===== src/rtl/core_exec_controller.sv =====
// core_exec_controller: boot reset, core reset pulse, core clock enable (run/stop/step) and core cycle counting.
module core_exec_controller #(
  parameter int BOOT_CYCLES        = 20,
  parameter int RESET_CLK_CYCLES   = 20,
  parameter int PULSE_CONTROL_BITS = 32
) (
  input  logic                          clk,
  input  logic                          rst_n,
  input  logic                          cmd_valid,
  output logic                          cmd_ready,
  input  logic [3:0]                    cmd_op,
  input  logic [PULSE_CONTROL_BITS-1:0] cmd_arg,
  output logic                          rsp_valid,
  output logic [31:0]                   rsp_data,
  output logic                          core_clk_en,
  output logic                          reset_core,
  output logic                          boot_done
);
  localparam int TMAX = (BOOT_CYCLES > RESET_CLK_CYCLES) ? BOOT_CYCLES : RESET_CLK_CYCLES;
  localparam int TW   = $clog2(TMAX + 1);
  localparam int PW   = PULSE_CONTROL_BITS;

  typedef enum logic [2:0] {BOOT, IDLE, RUN, STEP, RESETTING} state_t;

  state_t          state_q, state_d;
  logic [TW-1:0]   timer_q, timer_d;
  logic [PW-1:0]   step_q, step_d, cyc_q, cyc_d;
  logic [31:0]     rsp_data_q, rsp_data_d;
  logic            cmd_ready_q, cmd_ready_d, rsp_valid_q, rsp_valid_d;
  logic            core_clk_en_q, core_clk_en_d, reset_core_q, reset_core_d;
  logic            boot_done_q, boot_done_d, acc;
  logic [PW+31:0]  cyc_ext;

  always_comb begin
    acc         = cmd_valid & cmd_ready_q;
    cyc_ext     = {32'b0, cyc_q};
    state_d     = state_q;
    timer_d     = timer_q;
    step_d      = step_q;
    cyc_d       = (core_clk_en_q & ~reset_core_q) ? cyc_q + 1'b1 : cyc_q;
    rsp_valid_d = 1'b0;
    rsp_data_d  = rsp_data_q;
    case (state_q)
      BOOT: begin
        timer_d = timer_q + 1'b1;
        if (timer_q == TW'(BOOT_CYCLES - 1)) begin
          state_d = IDLE;
          timer_d = '0;
        end
      end
      RESETTING: begin
        timer_d = timer_q + 1'b1;
        if (timer_q == TW'(RESET_CLK_CYCLES - 1)) begin
          state_d = IDLE;
          timer_d = '0;
        end
      end
      STEP: begin
        step_d = step_q - 1'b1;
        if (step_q == PW'(1)) state_d = IDLE;
      end
      default: ;
    endcase
    // Commands are only accepted in IDLE/RUN, so they never collide with the timers above.
    if (acc) begin
      case (cmd_op)
        4'd1: begin
          state_d = RESETTING;
          timer_d = '0;
          cyc_d   = '0;
        end
        4'd2: state_d = RUN;
        4'd3: state_d = IDLE;
        4'd4: begin
          state_d = (cmd_arg == '0) ? IDLE : STEP;
          step_d  = cmd_arg;
        end
        4'd5: begin
          rsp_valid_d = 1'b1;
          rsp_data_d  = cyc_ext[31:0];
        end
        4'd6: begin
          rsp_valid_d = 1'b1;
          rsp_data_d  = {28'b0, state_q == RESETTING, state_q == STEP, state_q == RUN, boot_done_q};
        end
        default: ;
      endcase
    end
    cmd_ready_d   = (state_d == IDLE) || (state_d == RUN);
    core_clk_en_d = (state_d == RUN) || (state_d == STEP) || (state_d == RESETTING);
    reset_core_d  = (state_d == BOOT) || (state_d == RESETTING);
    boot_done_d   = boot_done_q | (state_d != BOOT);
  end

  always_ff @(posedge clk or negedge rst_n) begin
    if (!rst_n) begin
      state_q       <= BOOT;
      timer_q       <= '0;
      step_q        <= '0;
      cyc_q         <= '0;
      rsp_data_q    <= '0;
      rsp_valid_q   <= 1'b0;
      cmd_ready_q   <= 1'b0;
      core_clk_en_q <= 1'b0;
      reset_core_q  <= 1'b1;
      boot_done_q   <= 1'b0;
    end else begin
      state_q       <= state_d;
      timer_q       <= timer_d;
      step_q        <= step_d;
      cyc_q         <= cyc_d;
      rsp_data_q    <= rsp_data_d;
      rsp_valid_q   <= rsp_valid_d;
      cmd_ready_q   <= cmd_ready_d;
      core_clk_en_q <= core_clk_en_d;
      reset_core_q  <= reset_core_d;
      boot_done_q   <= boot_done_d;
    end
  end

  assign cmd_ready   = cmd_ready_q;
  assign rsp_valid   = rsp_valid_q;
  assign rsp_data    = rsp_data_q;
  assign core_clk_en = core_clk_en_q;
  assign reset_core  = reset_core_q;
  assign boot_done   = boot_done_q;
endmodule


===== config.mk =====
export PLATFORM = sky130hd
export DESIGN_NAME = core_exec_controller
export DESIGN_NICKNAME = d
export VERILOG_FILES = /design/src/rtl/core_exec_controller.sv
export SDC_FILE = /design/constraint.sdc
export NUM_CORES = 1
export LEC_CHECK = 0
export CAP_MARGIN = 20
export CORE_MARGIN = 10
export CORE_UTILIZATION = 25
export CTS_BUF_LIST = sky130_fd_sc_hd__clkbuf_4 sky130_fd_sc_hd__clkbuf_8
export DETAILED_ROUTE_END_ITERATION = 7
export GPL_TIMING_DRIVEN = 0
export PLACE_DENSITY_LB_ADDON = 0.05
export SLEW_MARGIN = 20
export SYNTH_ARGS = -nofsm -noshare
export SYNTH_HDL_FRONTEND = slang
export SYNTH_SLANG_ARGS = --single-unit

===== constraint.sdc =====
create_clock -name clk -period 7.9 [get_ports clk]
set_input_delay 1.58 -clock clk [delete_from_list [all_inputs] [get_ports clk]]
set_output_delay 1.58 -clock clk [all_outputs]
set_load 0.05 [all_outputs]

# Word level (Yosys, flattened, before mapping)
# Cells that the tools add are included.
[totals]
register_bits = 109
in_bits = 39
word_cells = 63
[op_classes]
addsub = 3
n_eq_ne = 15
muxes = 19
n_bitwise = 4
reduce_logical = 12
[op_table]
columns = ["op", "count"]
rows = [
  ["two-way mux 32 bit", 6],
  ["one-hot mux 32 bit (2 select lines)", 1],
  ["adder 32 x 1 -> 32 bit, second input constant", 1],
  ["equality test 32 x 1 -> 1 bit, second input constant", 1],
  ["zero test 32 bit", 1],
  ["subtractor 32 x 1 -> 32 bit, second input constant", 1],
  ["two-way mux 5 bit", 4],
  ["equality test 3 x 2 -> 1 bit, second input constant", 4],
  ["equality test 4 x 3 -> 1 bit, second input constant", 3],
  ["one-hot mux 3 bit (4 select lines)", 1],
  ["two-way mux 3 bit", 3],
  ["equality test 4 x 2 -> 1 bit, second input constant", 2],
  ["equality test 3 bit, second input constant", 2],
  ["zero test 3 bit", 2],
  ["one-hot mux 3 bit (2 select lines)", 1],
  ["adder 5 x 1 -> 5 bit, second input constant", 1],
  ["equality test 5 bit, second input constant", 1],
  ["equality test 4 x 1 -> 1 bit, second input constant", 1],
  ["logical OR 1 bit", 4],
  ["OR reduction 2 bit", 2],
  ["equality test 3 x 1 -> 1 bit, second input constant", 1],
  ["nonzero test 3 bit", 1],
  ["AND 1 bit", 2],
  ["two-way mux 1 bit", 2],
  ["other kinds (5)", 5],
]

# Longest topological paths before layout
[logic_depth]
ltp_word = 8
depth_mapped = 8

# Worst setup path after synthesis
# OpenSTA, ideal clock, no wires.
[synth_path]
path_type = "input -> register"
from = "input cmd_op[0]"
to = "register cmd_ready_q (netlist: cmd_ready)"
arrival_time_ns = 3.122
path_slack_ns = 4.638
path_stages = 6
cell_sequence = "clkbuf_1 -> or3_1 -> and3_1 -> or4_4 -> a31oi_4 -> nor3_2"
[synth_between]
elab_chain_cells = 5
elab_cells_between_ends = 9
cone_classes = "eq/ne: 6; mux: 2; reduce/logical: 1"
[synth_rtl]
columns = ["element", "line", "source"]
rows = [
  ["from (decl)", "11", "input logic [3:0] cmd_op,"],
  ["equality test 4 x 3 -> 1 bit, or another cell as far along", "66", "case (cmd_op)"],
  ["one-hot mux 3 bit (4 select lines) *", "66", ""],
  ["two-way mux 3 bit *", "65", "if (acc) begin"],
  ["equality test 3 x 1 -> 1 bit / equality test 3 x 2 -> 1 bit (equally long branches)", "89", "cmd_ready_d = (state_d == IDLE) || (state_d == RUN);"],
  ["logical OR 1 bit *", "89", ""],
  ["named net cmd_ready_d", "29", "logic cmd_ready_q, cmd_ready_d, rsp_valid_q, rsp_valid_d;"],
  ["to (signal assigned)", "114", "cmd_ready_q <= cmd_ready_d;"],
  ["to (decl)", "29", ""],
]
# Mark *: on every way through the listed nets, which the timed path passes. The rest lies on a longest branch.
# A chain may end at the register's enable or synchronous reset.

# Worst setup path in the final report
[layout_path]
from = "input cmd_op[3]"
to = "register cyc_q[0]"
[layout_between]
elab_chain_cells = 3
[layout_rtl]
columns = ["element", "line", "source"]
rows = [
  ["equality test 4 x 1 -> 1 bit", "66", ""],
  ["two-way mux 32 bit", "66", ""],
  ["two-way mux 32 bit", "65", ""],
  ["named net cyc_d[0]", "27", "logic [PW-1:0] step_q, step_d, cyc_q, cyc_d;"],
  ["to (signal assigned)", "111", "cyc_q <= cyc_d;"],
  ["to (decl)", "27", ""],
]
# The timed path passes the listed nets, and every way through them passes these cells.

==> flow_metrics.tcl <==
set metrics [dict create \
    fin_crit_ns 3.56 \
    ioPinCount 76 \
    pwr-share-clk 0.411 \
    h-tree-depth 3 \
    totalPowerFinal_w 0.00102 \
    skew_ns 0.0139 \
    reg2reg_slack_ns 4.93 \
    cts_tree "done" \
    max_slew.worst_pin.slew_ns 1.05 \
    final_nets 704 \
    crit_end "cyc_q[0]" \
    die_x_um 165 \
    drc 0 \
    worstPathArrival_ns 3.82 \
    die_y_um 165 \
    crit_start "cmd_op[3]" \
    gp_congestion 0.745 \
    ir_drop_mv 0.0658 \
    synth.top_cell.area_share 0.511 \
    synthCells 577 \
    dpl.cell_count 925 \
    max_freq_ghz 0.281 \
    path_clk_slew_ns 0.11 \
    hold_violations 0 \
    post-cts-setup-buffer-count 0 \
    cts_buffers 9 \
    mostFrequentLayoutCell "dfrtp_1" \
    r2r_end "cmd_ready" \
    power_frac_seq 0.548 \
    fin_crit_sh 0.451 \
    grt_pass1_wl_um 23200 \
    rows 53 \
    postCtsResizedCells 0 \
    cts.sinks 109 \
    start_util 0.253 \
    rsz0062_at_grt "no" \
    drtIter0Drc 232 \
    p_sw_frac 0.221 \
    die_area_um2 27400 \
    num_vias 4247 \
    max-cap-violations 0 \
    power_frac_comb 0.041 \
    post-route-util 0.316 \
    drv_slew 0 \
    ys_seq_elements 109 \
    net-switching-power_w 0.000225 \
    crit_type "input pin to flop" \
    hpwl_um 10400 \
    synth_area_leaders "dfrtp_1 51%, nand2_1 6.3%, nor2_1 6.0%" \
    critical_path.max_fanout 10 \
    p_leak_nw 2.58 \
    antenna_found_initial 0 \
    intPower_w 0.000792 \
    ff2ff_path_depth 6 \
    ant_nets 0 \
    drt_wl_total_um 14000 \
    cts_root_buf "clkbuf_8" \
    end_kind "flop" \
    core_area_um2 21000 \
    slew_headroom 0.291 \
    grt.total_usage 0.106 \
    hold_path.class "flop to flop" \
    powerDensity_nw_per_um2 153 \
    dp_slack_ns 3.87 \
    grt_pass1_vias 4514 \
    insertion_delay_ns 0.39 \
    overflow 0 \
    viasPerCell 4.51 \
    areaGrowthSynthToFinish_pct 25.3 \
    wire_per_inst_um 14.9 \
    crit_path_start_kind "input pin" \
    port-buffer-count 72 \
    drt_pass1_iterations 4 \
    grt_max_degree 57 \
    synth_area_um2 5290 \
    cts.path.max_buffers 2 \
    yosysTopAreaCell "dfrtp_1" \
    stdcell_count 941 \
    ys_seq_area_frac 0.516 \
    ys_types 38 \
    rr_startpoint "step_q[19]" \
    avgSynthCellArea_um2 9.17 \
    worstPathRequired_ns 8.16 \
    drive_above_1_share 0.0541 \
    insertedDiodeCount 0 \
    cts-hold-fix-buffers 0 \
    finalSetupTns_ns 0 \
    final_cell_mix "108 x dfrtp_1, 89 x nand2_1, 85 x nor2_1" \
    finalWorstSetupSlack_ns 4.34 \
    yosysWarnings 0 \
    setup_viol 0 \
    synth_nets 620 \
    status "completed" \
]
[flip-flops by register name (all words and copies together), names as in the netlist]
register / count
boot_done: 1
cyc_q: 32
rsp_valid: 1
timer_q: 5
reset_core: 1
step_q: 32
state_q: 3
core_clk_en: 1
cmd_ready: 1
rsp_data: 32
[cell families after synthesis]
family          count (synthesis)  synth area share
compound gates                 81            0.0832
buf+inv                        34            0.0244
flops                         109             0.516
simple gates                  281             0.253
xor+xnor                       64             0.106
mux                             4           0.00780
fa+ha+maj                       4           0.00946
[per-stage QoR]
stage               hold WS (ns)  cell area (um2)
finish                     0.476             6630
global route               0.500             6630
floorplan                  0.488             5290
detailed placement         0.461             6380
CTS                        0.485             6630
global placement           0.455             6360
[cell type report]
type	instances	area, um2
Sequential cell	109	2730
Inverter	7	26.3
Clock buffer	10	131
Multi-Input combinational cell	434	2430
Clock inverter	6	111
Tap cell	275	344
Timing Repair Buffer	73	749
Buffer	27	103
Fill cell	2253	14300
[how the worst min path moves through the flow]
stage	from	to	slack (ns)	cells after the start
2_1_floorplan	cyc_q[31]	rsp_data[31]	0.49	2
3_3_place_gp	rsp_data[30]	rsp_data[30]	0.46	2
3_5_place_dp	rsp_data[29]	rsp_data[29]	0.46	2
4_1_cts	rsp_data[29]	rsp_data[29]	0.48	2
5_1_grt	rsp_data[29]	rsp_data[29]	0.50	2
6_report	rsp_data[31]	rsp_data[31]	0.48	2
[cell usage after synthesis]
| master | n |
|---|---|
| nand2_1 | 89 |
| nand2b_1 | 1 |
| nand3_1 | 16 |
| inv_1 | 7 |
| a31oi_4 | 1 |
| or4_2 | 1 |
| and3b_1 | 3 |
| a31oi_1 | 1 |
| a21oi_1 | 38 |
| o21ai_0 | 35 |
| dfrtp_1 | 108 |
| or2_2 | 5 |
| nor4_1 | 18 |
| or4_4 | 6 |
| nor3_1 | 15 |
| or3_1 | 7 |
| xnor2_1 | 34 |
| buf_2 | 1 |
| and3_1 | 8 |
| mux2i_1 | 3 |
| clkbuf_1 | 26 |
| nand3b_1 | 4 |
| nor2b_1 | 5 |
| a211o_1 | 1 |
| dfstp_2 | 1 |
| o211ai_1 | 3 |
| o2111ai_1 | 1 |
| nor2_1 | 85 |
| nor3b_1 | 2 |
| ha_1 | 4 |
| nor3_2 | 1 |
| o21a_1 | 1 |
| mux2_2 | 1 |
| nand4_1 | 11 |
| or3_2 | 1 |
| xor2_1 | 30 |
| or2_1 | 1 |
| and4_1 | 2 |
[layer usage]
| layer | track usage | wire [um] | share of wire |
|---|---|---|---|
| met2 | 0.177 | 6640 | 0.47 |
| met3 | 0.0221 | 614 | 0.044 |
| met4 | 0.0399 | 230 | 0.016 |
| met5 | 0 | 0 | 0 |
| met1 | 0.132 | 6510 | 0.47 |
[power groups by stage]
stage / Sequential (W) / Clock (W) / Combinational [W]
4_1_cts: 0.000558 / 0.000435 / 0.0000432
2_1_floorplan: 0.000569 / 0 / 0.00000648
6_report: 0.000558 / 0.000418 / 0.0000415
5_1_grt: 0.000558 / 0.000455 / 0.0000472
3_5_place_dp: 0.000568 / 0 / 0.0000430
3_3_place_gp: 0.000569 / 0 / 0.0000412
[critical path, stage by stage]
cell and delay, ns:
clkdlybuf4s50_1 0.42, and3b_1 0.22, clkbuf_1 0.20, nor2b_1 0.29
and3b_1 0.19, clkbuf_1 0.35, clkbuf_1 0.46, nor2_1 0.11
Note: power is estimated with default switching activity, not from simulation.
